==> src/rtl/maze_cursor_ctrl.sv <==
// maze_cursor_ctrl
//   Converts the four push-buttons into the player cell index on a
//   COLS x ROWS maze grid (index = row*COLS + col). One step is taken per
//   tick, and every step is checked against the maze wall map. Walking into
//   a wall shows the tower code 255 for HIT_TICKS ticks. The player then
//   respawns at begin_spot, or at START_CELL if begin_spot is off the grid.
//
//   Optional feature: define MAZE_CURSOR_AUTOREPEAT_EN to let a held button
//   re-arm its step on every tick, starting with the REPEAT_DELAY-th tick
//   after the press.
//
// Ports
//   CLK         in   system clock
//   RESET       in   asynchronous active-low reset
//   tick        in   one-CLK-wide step strobe (10 Hz)
//   btnU/D/L/R  in   raw asynchronous buttons
//   mazestate   in   bit n = 1 -> cell n is path, 0 -> wall
//   begin_spot  in   respawn cell
//   count       out  player cell, 255 while hit
//   hit         out  high while in the hit state
//   move_pulse  out  one-cycle strobe per accepted step
module maze_cursor_ctrl #(
  parameter int COLS         = 18,
  parameter int ROWS         = 11,
  parameter int START_CELL   = 181,
  parameter int HIT_TICKS    = 5,
  parameter int REPEAT_DELAY = 3
) (
  input  logic                 CLK,
  input  logic                 RESET,
  input  logic                 tick,
  input  logic                 btnU,
  input  logic                 btnD,
  input  logic                 btnL,
  input  logic                 btnR,
  input  logic [COLS*ROWS-1:0] mazestate,
  input  logic [7:0]           begin_spot,
  output logic [7:0]           count,
  output logic                 hit,
  output logic                 move_pulse
);

  localparam logic [7:0] C_COLS  = 8'(COLS);
  localparam logic [7:0] C_LAST  = 8'(COLS*ROWS-1);
  localparam logic [7:0] C_START = 8'(START_CELL);
  localparam logic [7:0] C_TOWER = 8'd255;
  localparam int         HCW     = $clog2(HIT_TICKS+1);

  typedef enum logic [1:0] {S_PLAY = 2'd0, S_HIT = 2'd1, S_RESPAWN = 2'd2} state_t;

  state_t           r_state;
  logic [7:0]       r_count;
  logic             r_hit;
  logic             r_move;
  logic [3:0]       r_pend;   // bit 3 = U, 2 = D, 1 = L, 0 = R
  logic [HCW-1:0]   r_hitcnt;
  logic [3:0]       r_sync1;
  logic [3:0]       r_sync2;
  logic [3:0]       r_prev;

  logic [3:0]       w_rise;
  logic [3:0]       w_rearm;
  logic [7:0]       w_row;
  logic [7:0]       w_col;
  logic [7:0]       w_target;
  logic [7:0]       w_idx;
  logic             w_edge;
  logic             w_open;
  logic [HCW-1:0]   w_hit_next;

  // Row from cell index by comparing against row-start thresholds (no divider).
  function automatic logic [7:0] row_of(input logic [7:0] c);
    logic [7:0] r;
    r = 8'd0;
    for (int k = 1; k < ROWS; k++) begin
      if (32'(c) >= 32'(k*COLS)) begin
        r = 8'(k);
      end
    end
    return r;
  endfunction

  // Two-flop synchronizer plus previous-value register for edge detection.
  always_ff @(posedge CLK or negedge RESET) begin
    if (!RESET) begin
      r_sync1 <= 4'b0000;
      r_sync2 <= 4'b0000;
      r_prev  <= 4'b0000;
    end else begin
      r_sync1 <= {btnU, btnD, btnL, btnR};
      r_sync2 <= r_sync1;
      r_prev  <= r_sync2;
    end
  end

  assign w_rise     = r_sync2 & ~r_prev;
  assign w_hit_next = r_hitcnt + HCW'(1);

`ifdef MAZE_CURSOR_AUTOREPEAT_EN
  localparam int RCW = $clog2(REPEAT_DELAY+1);
  logic [RCW-1:0] r_hold [4];

  // Per-button count of ticks seen while held, saturating at REPEAT_DELAY.
  always_ff @(posedge CLK or negedge RESET) begin
    if (!RESET) begin
      for (int b = 0; b < 4; b++) r_hold[b] <= '0;
    end else begin
      for (int b = 0; b < 4; b++) begin
        if (!r_sync2[b]) begin
          r_hold[b] <= '0;
        end else if (tick && (32'(r_hold[b]) < 32'(REPEAT_DELAY))) begin
          r_hold[b] <= r_hold[b] + RCW'(1);
        end else begin
          r_hold[b] <= r_hold[b];
        end
      end
    end
  end

  // A held button re-arms on the tick that completes the repeat delay.
  always_comb begin
    w_rearm = 4'b0000;
    for (int b = 0; b < 4; b++) begin
      w_rearm[b] = r_sync2[b] && ((32'(r_hold[b]) + 32'd1) >= 32'(REPEAT_DELAY));
    end
  end
`else
  logic w_unused;
  assign w_unused = (REPEAT_DELAY > 0);
  assign w_rearm  = 4'b0000;
`endif

  // Pick the pending direction (U > D > L > R), its target and edge/wall status.
  always_comb begin
    w_row    = row_of(r_count);
    w_col    = r_count - 8'(w_row * C_COLS);
    w_edge   = 1'b0;
    w_target = r_count;
    if (r_pend[3]) begin
      w_edge   = (w_row == 8'd0);
      w_target = r_count - C_COLS;
    end else if (r_pend[2]) begin
      w_edge   = (w_row == 8'(ROWS-1));
      w_target = r_count + C_COLS;
    end else if (r_pend[1]) begin
      w_edge   = (w_col == 8'd0);
      w_target = r_count - 8'd1;
    end else begin
      w_edge   = (w_col == 8'(COLS-1));
      w_target = r_count + 8'd1;
    end
    // Blocked moves never index the map, so the index stays on the grid.
    w_idx  = w_edge ? 8'd0 : w_target;
    w_open = w_edge ? 1'b0 : mazestate[w_idx];
  end

  // Main PLAY / HIT / RESPAWN state machine with registered outputs.
  always_ff @(posedge CLK or negedge RESET) begin
    if (!RESET) begin
      r_state  <= S_PLAY;
      r_count  <= C_START;
      r_hit    <= 1'b0;
      r_move   <= 1'b0;
      r_pend   <= 4'b0000;
      r_hitcnt <= '0;
    end else begin
      r_move <= 1'b0;
      case (r_state)
        S_PLAY: begin
          if (tick) begin
            // Edges arriving with the tick survive for the next tick.
            r_pend <= w_rise | w_rearm;
            if ((r_pend != 4'b0000) && !w_edge) begin
              if (w_open) begin
                r_count <= w_target;
                r_move  <= 1'b1;
              end else begin
                r_count  <= C_TOWER;
                r_hit    <= 1'b1;
                r_hitcnt <= '0;
                r_pend   <= 4'b0000;
                r_state  <= S_HIT;
              end
            end
          end else begin
            r_pend <= r_pend | w_rise;
          end
        end
        S_HIT: begin
          r_pend <= 4'b0000;
          if (tick) begin
            r_hitcnt <= w_hit_next;
            if (w_hit_next == HCW'(HIT_TICKS)) begin
              r_state <= S_RESPAWN;
            end
          end
        end
        S_RESPAWN: begin
          r_count <= (begin_spot > C_LAST) ? C_START : begin_spot;
          r_hit   <= 1'b0;
          r_pend  <= r_pend | w_rise;
          r_state <= S_PLAY;
        end
        default: begin
          r_state <= S_PLAY;
        end
      endcase
    end
  end

  assign count      = r_count;
  assign hit        = r_hit;
  assign move_pulse = r_move;

endmodule

==> config.mk <==
export PLATFORM = sky130hd
export DESIGN_NAME = maze_cursor_ctrl
export DESIGN_NICKNAME = d
export VERILOG_FILES = /design/src/rtl/maze_cursor_ctrl.sv
export SDC_FILE = /design/constraint.sdc
export NUM_CORES = 1
export LEC_CHECK = 0
export CAP_MARGIN = 25
export CORE_MARGIN = 2
export CORE_UTILIZATION = 35
export DETAILED_ROUTE_END_ITERATION = 6
export DONT_BUFFER_PORTS = 1
export HOLD_SLACK_MARGIN = 0.06
export PLACE_DENSITY_LB_ADDON = 0.25
export SLEW_MARGIN = 0
export SYNTH_ARGS = -nofsm -noshare
export SYNTH_HDL_FRONTEND = slang
export SYNTH_SLANG_ARGS = --single-unit
==> constraint.sdc <==
create_clock -name CLK -period 14.8 [get_ports CLK]
set_input_delay 1.48 -clock CLK [delete_from_list [all_inputs] [get_ports CLK]]
set_output_delay 1.48 -clock CLK [all_outputs]
set_load 0.005 [all_outputs]
==> results of run 1 <==
state kept, by name, indices dropped and copies added, names as in the netlist:
signal / cells
r_state: 2
r_prev: 4
r_sync1: 4
r_sync2: 4
count: 8
r_pend: 4
r_hitcnt: 3
move_pulse: 1
hit: 1
kinds of logic (layout without fill, tap and decap cells):
logic type                 count (synthesis)  in the layout  share of synthesized area [%]
AOI/OAI and AO/OA                        251            251                           35.3
other                                      0              2                              0
buffers and inverters                     77             49                           6.50
xor gates and xnor gates                  14             14                           2.33
adders and majority gates                 27             27                           6.71
and+or+nand+nor                          277            277                           26.7
DFF                                       31             31                           14.9
muxes                                     34             34                           7.57
area by class of cell:
type                            instances  area, um2  area share (%)
Sequential cell                        31        782            14.3
Antenna cell                            2       5.00          0.0912
Tap cell                              184        230            4.20
Clock buffer                            5        125            2.28
Clock inverter                          3       20.0           0.365
Inverter                               31        116            2.12
Multi-Input combinational cell        603       4140            75.4
Timing Repair Buffer                   10       72.6            1.32
cell usage after synthesis, drive strengths merged, types with 8 or more instances:
master    n  area [um2]
nand2    94         355
nor2     45         171
a21oi    39         195
o21ai    38         198
nand3    35         180
inv      30         113
a31oi    28         188
nor3     27         155
dfrtp    26         651
ha       25         313
buf      24         143
mux2i    24         240
clkbuf   22        82.6
a211oi   13         103
nor4     12         100
o221ai   12         111
nand2b   11        68.8
nand4    10        68.8
o211ai   10        75.1
o22ai     9        56.3
a2111oi   8         109
nor2b     8        50.1
xnor2     8        70.1
layer usage:
layer  wire (um)  up-vias  track usage [%]
met5           0        -                0
met4        1170        0             12.8
met3        2320       73             7.09
met2       11000      357             46.8
met1        8630     2899             32.4
li1            -     2700                -
through the flow:
step	hold slack [ns]	setup slack, ns	util, %	area, um2
6_report	0.345	6.81	37.6	5490
3_5_place_dp	0.335	6.98	36.5	5330
3_3_place_gp	0.334	7.19	36.5	5330
2_1_floorplan	0.331	8.85	-	5260
5_1_grt	0.352	6.34	37.6	5480
4_1_cts	0.347	6.94	37.5	5480
worst paths after layout:
kind                            start     endpoint  depth (start not counted)
setup / recovery             count[2]  r_hitcnt[0]                         26
hold reg to reg            r_sync1[0]   r_sync2[0]                          0
setup reg to reg             count[2]  r_hitcnt[0]                         26
max in group asynchronous       RESET     count[7]                          0
hold / removal             r_sync1[0]   r_sync2[0]                          0
min in group asynchronous       RESET    r_pend[2]                          0
==> flow_summary.yaml, run 1 <==
setup_path:
  endpoint_kind: "register"
  cp.required_ns: 14.96
  reg2reg_slack_ns: 6.81
  cp_top_family: "simple AND/OR/NAND/NOR gates"
  arrival_ns: 8.14
  crit_fanout: 27
  crit_buf_inv: 2
  worst_path_most_repeated_cell: "ha_1"
  cp_slowest_cell: "nand2_1"
  crit_path_max_incr_delay_ns: 0.93
  start_kind: "register"
  criticalPathCategory: "reg2reg"
clock_tree:
  insertion_delay_ns: 0.28
  htreeDepth: 2
  numCtsBuffers: 5
  cts_resized: 0
  cts.sinks: 31
  path_clk_slew_ns: 0.05
  post_cts_buffers: 0
  cts_buffer_depth: 2
  cts_hold_buf: 0
  cts_tree: "built"
  clock-root-buffer: "clkbuf_16"
synth:
  synthArstFlopShare_pct: 100
  synth_seq_area_share_pct: 14.9
  synth_cell_types: 91
  synth_edf_count: 0
  synth_fp_nets: 951
  yosysWarnings: 0
  synth_flop_cell: "dfrtp_1"
  syn_area_um2: 5260
  syn_avg_cell_area_um2: 7.40
  synth_cells: 711
  ys_ff_latch: 31
floorplan:
  rows: 44
  core_area_um2: 14600
  dieWidth_um: 127
  start_util_pct: 36.0
  die_area_um2: 16000
  die_h_um: 127
  num_io_pins: 223
routing:
  routed_via_density: 6.94
  dr_total_vias: 6029
  drtIter0Drc: 660
  wl_per_cell_um: 26.6
  drtPass1Iterations: 5
  drcViolationCount: 0
  wirelength_mm: 23.1
  ant_nets: 0
worst_hold_path:
  hp-class: "reg2reg"
sta:
  finalMaxSlewViolations: 0
  skew_ns: 0.00330
  setup_viol: 0
  slew-limit-headroom_pct: 26.3
  fmaxAchievable_mhz: 125
  setup_tns_ns: 0
  fin_crit_sh_pct: 54.0
  worst_pin_slew_ns: 1.10
  fin_crit_ns: 7.99
  rsz0062_at_grt: "false"
  hold_viol_final: 0
final_layout:
  final_common_cell: "nand2_1"
  drive_above_1_share_pct: 8.93
  final_cells: 869
  final_cell_mix: "93 x nand2_1, 44 x nor2_1, 39 x a21oi_1"
  fillerInstances: 1509
  nNetsFinal: 922
  area_growth_pct: 4.33
grt:
  grt_use_total_pct: 27.5
  grt_max_degree: 74
  grt_pass1_vias: 5941
  grt_antenna_before_repair: 2
  grt_pass1_wl_mm: 34.6
  grt-ovfl-total: 0
placement:
  portBuffers: 0
  gp_congestion: 0.970
  dpl.hpwl_mm: 18.2
  dp.cells: 858
status:
  status: "finished clean"
run:
  drv_cap: 0
Power of run 1 is left out: the tool's default activity adds up to more than one toggle a clock period on the data nets, which glitch-free logic cannot reach.
==> run 2, diff against run 1 <==
clock period = 6.8 ns   (was 14.8 ns; I/O delays follow)
==> run 2 against run 1 <==
  * Sequential share of layout area shrank 0.30 points
  * First-iteration DRC count grew 8.5%
  * Critical path type unchanged
  * Wire length shrank 0.45%
  * Register-to-register slack lost 6.5 ns
==> flow_summary.yaml, run 2 (same netlist as run 1, synthesis figures left out) <==
grt:
  met1_usage_pct: 32.5
  grt_pass1_wl_mm: 34.4
  grt_max_degree: 39
  grt_use_total_pct: 27.2
  grt_use_met2_pct: 47.7
  grt_antenna_before_repair: 4
  top_usage_layer: "met2"
  grt_pass1_vias: 5922
  met3_usage_pct: 5.99
  grt-ovfl-total: 0
floorplan:
  dieWidth_um: 127
  core_area_um2: 14600
  rows: 44
  die_area_um2: 16000
  start_util_pct: 36.0
  num_io_pins: 223
  die_h_um: 127
routing:
  drtPass1Iterations: 5
  drtIter0Drc: 716
  ant_nets: 0
  drcViolationCount: 0
  wirelength_mm: 23.0
  dr_total_vias: 6055
  routed_via_density: 6.85
  wl_per_cell_um: 26.1
sta:
  finalMaxSlewViolations: 0
  timing.final.ws_setup_ns: 0.353
  hold_viol_final: 0
  setup_tns_ns: 0
  fin_crit_sh_pct: 94.8
  fmaxAchievable_mhz: 155
  setup_viol: 0
  skew_ns: 0.0108
  fin_crit_ns: 6.45
  worst_pin_slew_ns: 0.976
  slew-limit-headroom_pct: 34.1
placement:
  dpl.hpwl_mm: 18.1
  gp_congestion: 0.996
  portBuffers: 0
  dp_worst_setup_slack_ns: 0.137
worst_hold_path:
  hp-class: "in2async"
clock_tree:
  numCtsBuffers: 5
  clock-root-buffer: "clkbuf_16"
  cts_hold_buf: 0
  cts.sinks: 31
  insertion_delay_ns: 0.28
  cts_buffer_depth: 2
  path_clk_slew_ns: 0.06
  htreeDepth: 2
  cts_tree: "built"
setup_path:
  cp.required_ns: 6.96
  rr_worst_depth: 27
  endpoint_kind: "register"
  arrival_ns: 6.61
  start_kind: "register"
  crit_fanout: 23
  criticalPathCategory: "reg2reg"
final_layout:
  largest_reg_flops: 8
  final_common_cell: "nand2_1"
  nNetsFinal: 935
  drive_above_1_share_pct: 11.5
  area_growth_pct: 7.09
  final_cell_mix: "93 x nand2_1, 42 x nor2_1, 39 x a21oi_1"
status:
  status: "finished clean"
run:
  drv_cap: 0
run 2: critical path, stage by stage (launching register included):
cell	delay, ns
dfstp_4	0.71
inv_1	0.14
ha_1	0.21
nor2b_1	0.19
nand2_1	0.08
nand2_1	0.07
a2111oi_2	0.35
a21oi_1	0.07
o21ai_0	0.15
a21oi_1	0.11
ha_1	0.21
ha_1	0.18
ha_1	0.28
inv_1	0.04
ha_1	0.32
or3b_2	0.21
o211ai_1	0.11
a211o_1	0.34
nor3_2	0.23
buf_4	0.33
nor4_1	0.10
o21a_1	0.20
a211o_1	0.34
a2111oi_4	0.34
a31oi_2	0.18
or2_4	0.36
and2_1	0.18
o311a_1	0.29
run 2: path summary, 6_finish.rpt:
path	start	slack, ns	to
min	RESET	0.09	r_state[1]
max	count[2]	0.35	r_hitcnt[0]
max reg2reg	count[2]	0.35	r_hitcnt[0]
max in group asynchronous	RESET	6.52	count[4]
min in group CLK	r_sync1[0]	0.34	r_sync2[0]
min reg2reg	r_sync1[0]	0.34	r_sync2[0]
run 2: metrics by stage:
step	hold slack [ns]	cells	instance area [um2]	utilization, %
2_1_floorplan	0.331	711	5260	-
3_3_place_gp	0.336	870	5420	37.2
3_5_place_dp	0.335	871	5430	37.2
4_1_cts	0.0873	879	5560	38.1
5_1_grt	0.0850	883	5630	38.6
6_report	0.0908	884	5630	38.6
run 2: routing by layer:
metal | vias up | share of wire, % | wire length, um
met5 | - | 0 | 0
met4 | 0 | 3.3 | 756
met3 | 45 | 9.3 | 2150
met2 | 363 | 50 | 11400
met1 | 2929 | 38 | 8720
li1 | 2718 | - | -
run 2: cell type report:
| cell class | count | area [um2] |
|---|---|---|
| antenna | 4 | 10.0 |
| sequential | 31 | 786 |
| clock inverter | 1 | 5.00 |
| timing repair buffer | 23 | 170 |
| fill | 1549 | 8960 |
| clock buffer | 7 | 133 |
| multi-input combinational | 603 | 4180 |
| inverter | 31 | 116 |
| tap | 184 | 230 |
run 2: repair_timing:
item,4_1_cts,5_1_grt
endpoints found under the setup margin,0,19
hold endpoints to repair,0,0
gates resized for setup,0,13
buffers inserted,0,1
Power of run 2 is left out for the same reason.
==> run 3, diff against run 2 <==
CAP_MARGIN = unset   (was 25)
==> run 3 against run 2 <==
  * Non-clock buffer count unchanged
  * Largest cell class unchanged
  * Cell area grew 0.56%
  * Clock-buffer cell count increased by 1
  * Global-route usage is essentially flat
  * Cell count is 0.23% lower
==> flow_summary.yaml, run 3 (same netlist as run 1, synthesis figures left out) <==
run:
  drv_cap: 0
final_layout:
  nNetsFinal: 935
  final_cells: 882
  area_growth_pct: 7.68
  largest_reg_flops: 8
  drive_above_1_share_pct: 12.1
  final_common_cell: "nand2_1"
  final_cell_mix: "93 x nand2_1, 42 x nor2_1, 39 x a21oi_1"
setup_path:
  reg2reg_slack_ns: 0.33
  worstReg2RegStart: "count[2]"
  arrival_ns: 6.63
  crit_fanout: 23
  start_kind: "register"
  cp.required_ns: 6.96
  endpoint_kind: "register"
  rr_worst_depth: 27
  r2r_end: "r_hitcnt[0]"
  criticalPathCategory: "reg2reg"
status:
  status: "finished clean"
routing:
  drcViolationCount: 0
  drtPass1Iterations: 7
  routed_via_density: 6.87
  ant_nets: 0
  wirelength_mm: 22.8
  dr_total_vias: 6055
  drtIter0Drc: 680
  wl_per_cell_um: 25.9
sta:
  setup_tns_ns: 0
  fin_crit_sh_pct: 95.2
  slew-limit-headroom_pct: 21.6
  skew_ns: 0.00664
  setup_viol: 0
  fmaxAchievable_mhz: 154
  fin_crit_ns: 6.47
  rsz0062_at_grt: "false"
  timing.final.ws_setup_ns: 0.326
  worst_pin_slew_ns: 1.16
  hold_viol_final: 0
  finalMaxSlewViolations: 0
clock_tree:
  insertion_delay_ns: 0.27
  path_clk_slew_ns: 0.05
  htreeDepth: 2
  numCtsBuffers: 5
  cts_hold_buf: 0
  cts_buffer_depth: 2
  clock-root-buffer: "clkbuf_16"
  cts.sinks: 31
  cts_tree: "built"
grt:
  grt_antenna_before_repair: 2
  grt_pass1_wl_mm: 34.8
  grt_pass1_vias: 5942
  grt_use_total_pct: 27.2
  grt_max_degree: 39
  grt-ovfl-total: 0
placement:
  dp.cells: 870
  gp_congestion: 0.996
  dpl.hpwl_mm: 18.1
  portBuffers: 0
  dp_worst_setup_slack_ns: 0.151
floorplan:
  rows: 44
  start_util_pct: 36.0
  num_io_pins: 223
  die_area_um2: 16000
  dieWidth_um: 127
  die_h_um: 127
  core_area_um2: 14600
worst_hold_path:
  hp-class: "in2async"
==> run 3: metal layers <==
metal	track usage, %	up-vias	wire length, um
met5	0	-	0
met4	11.1	0	944
met1	32.5	2921	8780
met3	6.12	75	2030
li1	-	2726	-
met2	47.0	333	11100
==> run 3: worst max-delay path: stages, from the launching register on <==
cell and delay [ns]:
dfstp_4 0.71, inv_1 0.14, ha_1 0.21, nor2b_1 0.19, nand2_1 0.08, nand2_1 0.07, a2111oi_2 0.38, a21oi_1 0.07
o21ai_0 0.16, a21oi_1 0.12, ha_1 0.21, ha_1 0.18, ha_1 0.27, inv_1 0.04, ha_1 0.34, or3b_2 0.22
o211ai_1 0.12, a211o_1 0.36, nor3_2 0.25, buf_6 0.26, nor4_1 0.09, o21a_1 0.20, a211o_1 0.36, a2111oi_4 0.34
a31oi_2 0.18, or2_4 0.36, and2_1 0.19, o311a_1 0.28
==> run 3: layout make-up <==
class	count	area [um2]
fillers	1509	8930
multi-input cells	603	4190
flip-flops and latches	31	786
well taps	184	230
repair buffers	23	176
clock buffers	8	156
inverters	31	116
diodes	2	5.00
==> run 3: how the worst max path moves through the flow <==
stage	end	start	slack (ns)
4_1_cts	r_hitcnt[0]	count[2]	0.15
5_1_grt	count[5]	count[2]	0.007
3_5_place_dp	r_hitcnt[0]	count[2]	0.15
2_1_floorplan	r_state[0]	count[2]	0.85
6_report	r_hitcnt[0]	count[2]	0.33
3_3_place_gp	r_hitcnt[0]	count[2]	0.28
==> run 3: repair_timing <==
action / in CTS / in global routing
buffers inserted: 0 / 2
hold endpoints to repair: 0 / 0
gates resized for setup: 0 / 16
endpoints found under the setup margin: 0 / 19
==> run 3: through the flow <==
step           instance area (um2)  hold WS, ns  utilization, %
2_1_floorplan                 5260        0.331               -
3_3_place_gp                  5420        0.336            37.2
3_5_place_dp                  5420        0.335            37.2
4_1_cts                       5580       0.0952            38.2
5_1_grt                       5660       0.0906            38.8
6_report                      5660        0.100            38.8
Power of run 3 is left out for the same reason.
==> edit, RTL diff (settings of run 2) <==
`ROWS`: 11 -> 10.
--- a/src/rtl/maze_cursor_ctrl.sv
+++ b/src/rtl/maze_cursor_ctrl.sv
@@ -21,7 +21,7 @@
 //   move_pulse  out  one-cycle strobe per accepted step
 module maze_cursor_ctrl #(
   parameter int COLS         = 18,
-  parameter int ROWS         = 11,
+  parameter int ROWS         = 10,
   parameter int START_CELL   = 181,
   parameter int HIT_TICKS    = 5,
   parameter int REPEAT_DELAY = 3
Ports: changed (resized mazestate); port bits go from 223 to 205. The function was not compared with the original's and may differ.
==> edit against run 2 <==
Area after synthesis shrank 16%; sequential cell count is the same; worst setup slack gained 0.36 ns; wire length down 27%; count of clock-buffer cells in the layout shrank 2; global-route usage is 4.0 points lower; die area decreased by 15%; sequential share of layout area increased by 2.6 points; cell area down 16%; clock skew decreased by 0.0088 ns.
==> edit: results (changes against run 2) <==
post_dp_cell_area_mm2: 0.00455  # -16%
met3_usage_pct: 6.95  # +0.96 points
drive_above_1_share_pct: 7.69  # -3.8 points
fin_nets: 804  # -14%
grtUsageMet1_pct: 34.0  # +1.6 points
vias: 4830  # -20%
numCtsBuffers: 5  # unchanged
wl_met1_um: 7300  # -16%
clkTransAtPathRegs_ns: 0.05
dr.max_layer_used: "met4"
synth_cell_types: 74  # -19%
gp_congestion: 0.945  # -5.1%
synth_commonest_cells: "102 x nand2_1, 47 x nor2_1, 41 x a21oi_1, 36 x o21ai_0"
tightestPinTransition_ns: 1.11  # +0.133 ns
finClkSkew_ns: 0.00199  # -0.00879 ns
root_buffer: "clkbuf_16"
hold_ws_ns: 0.0981  # +0.00724 ns
reg2reg_slack_ns: 0.72  # +0.36 ns
postCtsSetupBuffers: 0  # unchanged
grt_usage_pct: 23.2  # -4.0 points
dp_cells: 749  # -14%
stdcell_count: 757  # -14%
crit_path_max_fanout: 17  # -26%
cp_slowest_cell: "dfstp_2"
fin_crit_sh_pct: 89.5  # -5.4 points
grt_pass1_wl_um: 24200  # -30%
cts_resized: 0  # unchanged
ir_drop_mv: 0.363
synth_mux_area_share_pct: 4.89  # -2.7 points
met3_length_um: 1850  # -14%
first_global_vias: 4191  # -29%
critPathArrivalTime_ns: 6.24  # -0.37 ns
grt_max_degree: 33  # -15%
antenna_cells: 0  # -4
antenna_found_initial: 0  # -4
max_stage_delay_ns: 0.76  # +0.05 ns
synth_compound_area_share_pct: 38.2  # +2.9 points
routedWlPerCell_um: 22.3  # -14%
synth.most_common_cell: "nand2_1"
seq_area_frac_synth_pct: 17.7  # +2.8 points
pre_cts_slack_ns: 0.856  # +0.719 ns
cts.path.max_buffers: 2  # unchanged
yosysWarnings: 0  # unchanged
port_buffers: 0  # unchanged
clock_latency_ns: 0.27
route.met2.wl_um: 7550  # -34%
gr-usage-met2_pct: 34.4  # -13 points
synth_xor_area_share_pct: 3.34  # +1.0 points
synth_area_per_cell_um2: 7.27  # -1.7%
post-dp-hpwl_um: 13500  # -25%
drtIter0Drc: 461  # -36%
synth.area.top_cells: "dfrtp_1 15%, nand2_1 8.6%, ha_1 6.5%"
htreeDepth: 2  # unchanged
outcome: "finished clean"
syn_nets: 829  # -13%
synthAdderAreaFrac_pct: 7.41  # +0.70 points
==> edit: area by class of cell <==
class	count	area, um^2
Fill cell	1362	7750
Multi-Input combinational cell	517	3420
Sequential cell	31	782
Tap cell	172	215
Clock buffer	5	125
Inverter	22	82.6
Timing Repair Buffer	7	52.6
Clock inverter	3	43.8
==> edit: power by group through the flow <==
stage / registers (mW) / logic, mW / clock network [mW]
after detailed placement: 0.381 / 2.93 / 0
after global routing: 0.392 / 3.28 / 0.266
after global placement: 0.378 / 2.89 / 0
after floorplan: 0.296 / 2.25 / 0
after CTS: 0.378 / 2.95 / 0.254
final: 0.379 / 3.01 / 0.251
==> edit: worst paths after layout <==
check | start | end | cells past startpoint
max | count[2] | r_state[0] | 21
min | RESET | r_sync1[0] | 0
max reg2reg | count[2] | r_state[0] | 21
min reg2reg | r_sync1[2] | r_sync2[2] | 0
max in group asynchronous | RESET | count[4] | 0
min in group CLK | r_sync1[2] | r_sync2[2] | 0
